===== config.mk =====
export PLATFORM = sky130hd
export DESIGN_NAME = iic_bus_monitor
export DESIGN_NICKNAME = d
export VERILOG_FILES = /design/src/rtl/iic_bus_monitor.sv
export SDC_FILE = /design/constraint.sdc
export NUM_CORES = 1
export LEC_CHECK = 0
export ABC_CLOCK_PERIOD_IN_PS = 1850
export BUFFER_PORTS_ARGS = -buffer_cell sky130_fd_sc_hd__buf_2
export CAP_MARGIN = 10
export CELL_PAD_IN_SITES_DETAIL_PLACEMENT = 1
export CELL_PAD_IN_SITES_GLOBAL_PLACEMENT = 1
export CORE_ASPECT_RATIO = 1.25
export CORE_MARGIN = 2
export CORE_UTILIZATION = 42
export DETAILED_ROUTE_END_ITERATION = 12
export HOLD_SLACK_MARGIN = 0.06
export PLACE_DENSITY_LB_ADDON = 0.1
export SYNTH_ARGS = -nofsm -noshare
export SYNTH_HDL_FRONTEND = slang
export SYNTH_SLANG_ARGS = --single-unit

===== constraint.sdc =====
create_clock -name clk -period 1.85 [get_ports clk]
set_input_delay 0.37 -clock clk [delete_from_list [all_inputs] [get_ports clk]]
set_output_delay 0.37 -clock clk [all_outputs]
set_load 0.01 [all_outputs]

===== src/rtl/iic_bus_monitor.sv =====
// Passive IIC bus decoder: START/STOP detection, MSB-first byte capture with ACK, framing errors.
// Optional bus-stuck timeout is built when IIC_MON_TIMEOUT_EN is defined; otherwise timeout stays 0.
module iic_bus_monitor #(
    parameter int unsigned TIMEOUT_CYCLES = 50000,
    parameter int unsigned CNT_W          = 16
) (
    input  logic       clk,
    input  logic       rst_n,
    input  logic       scl,
    input  logic       sda,
    input  logic       scl_trig,
    input  logic       sda_trig,
    output logic       start_pulse,
    output logic       stop_pulse,
    output logic       bus_busy,
    output logic       byte_valid,
    output logic [7:0] byte_data,
    output logic       byte_ack,
    output logic       byte_first,
    output logic       frame_err,
    output logic       timeout
);

    localparam int unsigned BIT_CNT_W = 4;
    localparam int unsigned BYTE_W    = 8;
    localparam logic [BIT_CNT_W-1:0] ACK_SLOT = BIT_CNT_W'(8);

    typedef enum logic {
        IDLE = 1'b0,
        BUSY = 1'b1
    } state_t;

    state_t                 state;
    logic [BIT_CNT_W-1:0]   bit_cnt;
    logic [BYTE_W-1:0]      shreg;
    logic                   first_flag;

    logic scl_rise_c;
    logic sda_fall_c;
    logic sda_rise_c;
    logic start_c;
    logic stop_c;
    logic partial_c;
    logic timeout_hit_c;

    // An SDA edge coincident with an SCL edge is never a START/STOP.
    assign scl_rise_c = scl_trig & scl;
    assign sda_fall_c = sda_trig & ~sda;
    assign sda_rise_c = sda_trig & sda;
    assign start_c    = sda_fall_c & scl & ~scl_trig;
    assign stop_c     = sda_rise_c & scl & ~scl_trig;
    assign partial_c  = (bit_cnt != '0);

`ifdef IIC_MON_TIMEOUT_EN
    logic [CNT_W-1:0] to_cnt;

    assign timeout_hit_c = (state == BUSY) && (to_cnt == CNT_W'(TIMEOUT_CYCLES - 1));

    // Counts busy cycles since the last SCL activity.
    always_ff @(posedge clk or negedge rst_n) begin
        if (!rst_n) begin
            to_cnt <= '0;
        end else if ((state == IDLE) || scl_trig || start_c || timeout_hit_c) begin
            to_cnt <= '0;
        end else begin
            to_cnt <= to_cnt + CNT_W'(1);
        end
    end
`else
    logic unused_cfg;

    assign unused_cfg    = ^{TIMEOUT_CYCLES, CNT_W};
    assign timeout_hit_c = 1'b0;
`endif

    // Frame state, bit shifter and registered outputs.
    always_ff @(posedge clk or negedge rst_n) begin
        if (!rst_n) begin
            state       <= IDLE;
            bit_cnt     <= '0;
            shreg       <= '0;
            first_flag  <= 1'b0;
            start_pulse <= 1'b0;
            stop_pulse  <= 1'b0;
            bus_busy    <= 1'b0;
            byte_valid  <= 1'b0;
            byte_data   <= 8'h00;
            byte_ack    <= 1'b0;
            byte_first  <= 1'b0;
            frame_err   <= 1'b0;
            timeout     <= 1'b0;
        end else begin
            start_pulse <= 1'b0;
            stop_pulse  <= 1'b0;
            byte_valid  <= 1'b0;
            frame_err   <= 1'b0;
            timeout     <= 1'b0;

            case (state)
                IDLE: begin
                    if (start_c) begin
                        state       <= BUSY;
                        bus_busy    <= 1'b1;
                        bit_cnt     <= '0;
                        first_flag  <= 1'b1;
                        start_pulse <= 1'b1;
                    end
                end
                BUSY: begin
                    if (timeout_hit_c) begin
                        timeout   <= 1'b1;
                        frame_err <= partial_c;
                        state     <= IDLE;
                        bus_busy  <= 1'b0;
                        bit_cnt   <= '0;
                    end else if (start_c) begin
                        start_pulse <= 1'b1;
                        frame_err   <= partial_c;
                        bit_cnt     <= '0;
                        first_flag  <= 1'b1;
                    end else if (stop_c) begin
                        stop_pulse <= 1'b1;
                        frame_err  <= partial_c;
                        state      <= IDLE;
                        bus_busy   <= 1'b0;
                        bit_cnt    <= '0;
                    end else if (scl_rise_c) begin
                        if (bit_cnt == ACK_SLOT) begin
                            byte_data  <= shreg;
                            byte_ack   <= ~sda;
                            byte_first <= first_flag;
                            byte_valid <= 1'b1;
                            bit_cnt    <= '0;
                            first_flag <= 1'b0;
                        end else begin
                            shreg   <= {shreg[BYTE_W-2:0], sda};
                            bit_cnt <= bit_cnt + BIT_CNT_W'(1);
                        end
                    end
                end
            endcase
        end
    end

endmodule

Word level (Yosys, flattened, before mapping)
Index checks and enable logic that the tools add are counted.
- bits in registers: 29
- $add $sub $neg: 1
- equality and inequality tests: 8
- multiplexer cells: 30
- bitwise gates (word level): 13
- reductions and logical operators: 6
- operators by type and width (operator ; count):
    $mux W1 ; 21
    $mux W4 ; 5
    $reduce_and A5 Y1 ; 2
    $pmux W4 S2 ; 1
    $and A1 B1 Y1 ; 7
    $ne A3 B1 Y1 const B ; 2
    $not A1 Y1 ; 6
    $pmux W1 S2 ; 3
    $add A4 B1 Y4 const B ; 1
    $eq A4 B4 Y1 const B ; 1
    $ne A2 B2 Y1 const B ; 2
    $ne A4 B1 Y1 const B ; 1
    $reduce_and A4 Y1 ; 1
    $reduce_bool A4 Y1 ; 1
    $ne A3 B3 Y1 const B ; 1
    $reduce_and A3 Y1 ; 1
    $ne A2 B1 Y1 const B ; 1
    $reduce_and A2 Y1 ; 1

Logic depth before layout (Yosys ltp)
Gate-level depths: netlist of the first run.
- depth in word-level cells: 6
- gate-level depth with buffers: 6

Worst setup path before layout of the first run
OpenSTA, ideal clock, no wires.
- kind: register -> register
- from: register bit_cnt[0]
- to: register byte_ack
- data arrival time: 1.391 ns
- data required time: 1.725 ns
- path slack: 0.334 ns
- cell stages (with the launch flop): 7
- buffers on the path: 1
- cells stage by stage: dfrtp_1 inv_1 ha_1 nand3b_4 nor2_4 buf_6 mux2_4
- word-level cells in the longest chain between the ends: 2
- RTL lines (element ; RTL line ; text):
    start, declared ; 34 ; logic [BIT_CNT_W-1:0] bit_cnt;
    start signal, assigned ; 137 ; bit_cnt <= bit_cnt + BIT_CNT_W'(1);
    $eq A4 B4 Y1 ; 128 ; if (bit_cnt == ACK_SLOT) begin
    $reduce_and A5 Y1 (no line) ; -- ;
    end signal, assigned ; 130 ; byte_ack <= ~sda;
    end, declared ; 18 ; output logic byte_ack,
Every way passes these cells.
A chain may end at the register's enable or synchronous reset.

Worst setup path in the final report of the first run
- from: register bit_cnt[0]
- to: register byte_data[6]
- word-level cells in the longest chain between the ends: 2
- RTL lines (element ; RTL line ; text):
    $eq A4 B4 Y1 ; 128 ;
    $reduce_and A5 Y1 (no line) ; -- ;
    end signal, assigned ; 129 ; byte_data <= shreg;
    end, declared ; 17 ; output logic [7:0] byte_data,
Every way passes these cells.

==> run metrics, run 1 <==
status=completed; Fmax=613.1 MHz; Die X=53.57 um; Post-CTS Hold Fix Bufs=0; final slew viol count=0; die area=0.003533 mm^2; met2 wire len=1145 um; Final period util=88.16%; Cell Rows=22; DR iter-0 viols=2; Chip Height=65.96 um; cell area after layout=0.001469 mm^2; H-tree depth=2; CTS Root Buffer Type=clkbuf_4; clock latency on the worst-skew pair=0.32 ns; Mean Syn Cell Area=14.66 um^2; ANT nets after route=0; vias in the first global route=816; Req. time, crit path=2.07 ns; GP Congestion=0.7515; CP startpoint kind=flop; post-cts sizing count=0; I/O pin cnt=22; Setup Slack @ Placement=0.2226 ns; P per Cell Area=1148 mW/mm^2; crit path time final=1.631 ns; clock skew after layout=0.009255 ns; GR Overflow Total=0; Leak=0.7681 nW; YS warnings=0; via count=766; most frequent cells in the layout=dfrtp_1 (29), buf_2 (20), mux2_4 (17); dpl cell area=0.001418 mm^2; first-pass GRT wire length=3774 um; DRC=0; clock-pin slew on the worst setup and hold paths=0.09 ns; Tot Pwr=1.686 mW; wire length on met3=96 um; Max-slew headroom=57.87%; highest routed layer=met4; core area=0.002945 mm^2; CTS tree=yes; distinct cell type count after synthesis=27; Post CTS Setup Buffer Count=0; # diodes=0; register area share after synthesis=56.26%; worst hold-check path type=primary input to async pin; TNS Setup=0 ns; clock buffer depth=2; Post-Place Cells=141; Worst setup EP type=flop; Finished Core Util=49.87%; area delta synth->final=13.87%; final setup fails=0; crit path kind=flop to flop; Max VDD drop=0.6530 mV; antenna violations before repair=0; Post-Syn Area=0.001290 mm^2; Hold WS=0.05169 ns; met1 wire length=943 um; DP HPWL=1632 um; post-DR wirelength/cell=15.03 um; RSZ-0062 raised after global routing=no; CP Launch Point=bit_cnt[0]; reg2reg end=byte_data[6]; Nets=120; Max Cap Viol=0; CP arrival=1.85 ns; largest net degree at the start of global routing=30; R2R setup slack=0.22 ns; PortBufs=20; layout cell share with drive strength beyond 1=44.25%; commonest non-fill, non-tap cell in the layout=dfrtp_1; non-filler cells in the finished layout=149; CTS sink count=29; drt pass-1 iters=2; fillers=308; Post-Syn Nets=96; Final Hold Fails=0; initial core utilization=43.80%; Worst-Margin Slew=0.6320 ns; crit-path max FO=11; worst r2r src=bit_cnt[0]; R2R depth=6; Syn Inst Count=88; Yosys reg bits=29; final setup margin=0.2190 ns; DR vias/cell=5.141; overall routing resource usage=15.49%; final wirelength=2240 um; cts bufs inserted=5
-- synthesized netlist by cell type (all sizes together) --
cell type / count / area share (%)
dfrtp: 29 / 56
mux2: 18 / 21
nor2: 6 / 2.3
buf: 4 / 2.9
inv: 4 / 1.2
o21ai: 4 / 1.6
nand3: 3 / 1.2
ha: 2 / 1.9
nand2: 2 / 1.8
nand3b: 2 / 2.1
nand4: 2 / 0.97
nand4b: 2 / 1.4
a21o: 1 / 0.58
a22o: 1 / 0.68
a31oi: 1 / 0.49
a41oi: 1 / 0.68
and3: 1 / 0.49
conb: 1 / 0.29
nand2b: 1 / 0.49
o211ai: 1 / 0.58
o21bai: 1 / 0.58
o221a: 1 / 0.87
-- cell type report --
class	count	area (um^2)	share of cell area (%)
clock buffer	6	41.29	2.811
tap	36	45.04	3.066
sequential	29	725.7	49.40
clock inverter	2	10.01	0.6814
inverter	4	15.01	1.022
multi-input combinational	51	511.7	34.84
timing repair buffer	21	120.1	8.177
-- report_power, final --
| part | internal (mW) | switching [mW] |
|---|---|---|
| clock network | 0.144 | 0.214 |
| logic | 0.240 | 0.175 |
| registers | 0.778 | 0.134 |
-- worst max-delay path by stage --
| stage | depth (start not counted) | end | slack, ns |
|---|---|---|---|
| CTS | 6 | byte_data[6] | 0.20 |
| global placement | 6 | byte_data[6] | 0.28 |
| detailed placement | 6 | byte_data[6] | 0.22 |
| global route | 6 | byte_data[6] | 0.14 |
| floorplan | 6 | byte_ack | 0.33 |
| finish | 6 | byte_data[6] | 0.22 |
-- worst max-delay path, cell delays in order (launching register included) --
cell	delay, ns
dfrtp_1	0.42
inv_1	0.10
ha_1	0.22
nand3b_4	0.16
nor2_4	0.13
buf_12	0.15
mux2_2	0.33
-- per-layer routing --
| layer | global-route usage (%) | up-vias |
|---|---|---|
| met5 | 0 | - |
| met4 | 7.692 | 0 |
| met3 | 6.109 | 7 |
| met2 | 25.15 | 18 |
| met1 | 17.18 | 382 |
| li1 | - | 359 |
-- cells by family (layout without fill, tap and decap cells) --
logic type               count (synthesis)  count (layout)  synth area share [%]
AO/OA/AOI/OAI                           11              11                 6.015
adder cells (fa/ha/maj)                  2               2                 1.940
buffers and inverters                    8              33                 4.073
flip-flops                              29              29                 56.26
multiplexers                            18              18                 20.66
other                                    1               1                0.2907
AND/OR/NAND/NOR                         19              19                 10.77
-- flip-flops by register name (all words and copies together), names as in the netlist --
name,flops
bit_cnt,4
bus_busy,1
byte_ack,1
byte_data,8
byte_first,1
byte_valid,1
first_flag,1
frame_err,1
shreg,8
start_pulse,1
state,1
stop_pulse,1
Note: power is estimated with default switching activity, not from simulation.
==> run 2: changes to the inputs <==
--- a/config.mk
+++ b/config.mk
@@ -15,7 +15,7 @@
 export CORE_UTILIZATION = 42
 export DETAILED_ROUTE_END_ITERATION = 12
 export HOLD_SLACK_MARGIN = 0.06
-export PLACE_DENSITY_LB_ADDON = 0.1
+export PLACE_DENSITY = 0.83
 export SYNTH_ARGS = -nofsm -noshare
 export SYNTH_HDL_FRONTEND = slang
 export SYNTH_SLANG_ARGS = --single-unit
==> run metrics, run 2 (synthesis gave the netlist of run 1 again) <==
status=completed; Final Hold Fails=0; post-cts sizing count=0; Fmax=584.7 MHz; Post-CTS Hold Fix Bufs=0; DR iter-0 viols=16; cts bufs inserted=5; drt pass-1 iters=3; clock skew after layout=0.008921 ns; post-DR wirelength/cell=15.80 um; P per Cell Area=1167 mW/mm^2; Cell Rows=22; Leak=0.7675 nW; overall routing resource usage=16.31%; slowest CP cell=dfrtp_1; CTS Root Buffer Type=clkbuf_4; # diodes=0; antenna violations before repair=0; via count=760; Final period util=92.44%; multi-input logic area=511.7 um^2; most frequent cells in the layout=dfrtp_1 (29), buf_2 (20), mux2_4 (17); final slew viol count=0; commonest non-fill, non-tap cell in the layout=dfrtp_1; crit path kind=flop to flop; crit-path max FO=8; CP max stage delay=0.42 ns; crit path time final=1.710 ns; Post CTS Setup Buffer Count=0; layout cell share with drive strength beyond 1=43.75%; clock-pin slew on the worst setup and hold paths=0.09 ns; dpl cell area=0.001418 mm^2; Req. time, crit path=2.06 ns; Seq. cell area=725.7 um^2; vias in the first global route=841; largest net degree at the start of global routing=30; cell area after layout=0.001473 mm^2; GP Congestion=0.7857; DRC=0; Chip Height=65.96 um; ANT nets after route=0; worst hold-check path type=primary input to async pin; CP cell instances=inv_1, ha_1, nand3b_4, nor2_4, buf_12, mux2_4; Max VDD drop=0.6777 mV; Worst setup EP type=flop; biggest regs=byte_data: 8 flops, shreg: 8 flops, bit_cnt: 4 flops; initial core utilization=43.80%; DP HPWL=1747 um; Max-slew headroom=56.78%; final wirelength=2339 um; H-tree depth=2; TNS Setup=0 ns; clock latency on the worst-skew pair=0.32 ns; CTS sink count=29; final setup fails=0; CP arrival=1.92 ns; clock buffer depth=2; core area=0.002945 mm^2; area delta synth->final=14.16%; fillers=310; RSZ-0062 raised after global routing=no; DR vias/cell=5.135; Die X=53.57 um; CTS tree=yes; CP startpoint kind=flop; GR Overflow Total=0; Crit path max-delay family=flip-flops; first-pass GRT wire length=4084 um; die area=0.003533 mm^2; Buf/Inv on CP=2; Worst-Margin Slew=0.6483 ns; Nets=120; PortBufs=20; Max Cap Viol=0; I/O pin cnt=22
[run 2: cell types whose count changed in the layout (fill, tap and decap cells not counted)]
| cell | delta |
|---|---|
| clkinv_2 | -2 |
| clkbuf_8 | +1 |
[run 2: path summary, 6_finish.rpt]
path                       startpoint            to  slack, ns  cells after the start
min in group clk                  sda   start_pulse       0.28                      2
hold reg to reg            byte_first    byte_first       0.52                      1
hold / removal                  rst_n      shreg[4]       0.07                      1
setup reg to reg           bit_cnt[0]  byte_data[4]       0.14                      6
max in group asynchronous       rst_n      bus_busy       1.36                      1
setup / recovery           bit_cnt[0]  byte_data[4]       0.14                      6
[run 2: where the power goes]
group / total, mW / leakage (nW) / switching (mW) / internal (mW)
combinational: 0.416 / 0.355 / 0.176 / 0.241
sequential: 0.919 / 0.382 / 0.141 / 0.778
clock: 0.383 / 0.0314 / 0.203 / 0.179
total: 1.72 / 0.767 / 0.520 / 1.20
[run 2: per-stage QoR]
| step | total power, mW | worst slack, ns | utilization, % | hold WS (ns) | cells |
|---|---|---|---|---|---|
| after floorplan | 1.215 | 0.3335 | - | 0.07441 | 88 |
| after global placement | 1.318 | 0.2452 | 48.13 | 0.4109 | 141 |
| after detailed placement | 1.356 | 0.1445 | 48.13 | 0.4319 | 141 |
| after CTS | 1.749 | 0.1189 | 50.00 | 0.06862 | 148 |
| after global routing | 1.841 | 0.02567 | 50.00 | 0.09724 | 148 |
| final | 1.718 | 0.1398 | 50.00 | 0.06875 | 148 |
[run 2: per-layer routing]
| metal | wire length, um | vias up | global-route usage (%) | share of wire [%] |
|---|---|---|---|---|
| li1 | - | 355 | - | - |
| met1 | 1012 | 383 | 19.74 | 43 |
| met2 | 1203 | 18 | 25.62 | 51 |
| met3 | 78 | 4 | 4.751 | 3.3 |
| met4 | 44 | 0 | 8.654 | 1.9 |
| met5 | 0 | - | 0 | 0 |
[run 2: layout make-up]
class	instances	share of cell area (%)
flip-flops and latches	29	49.28
multi-input cells	51	34.75
repair buffers	21	8.156
clock buffers	7	3.738
well taps	36	3.059
inverters	4	1.020
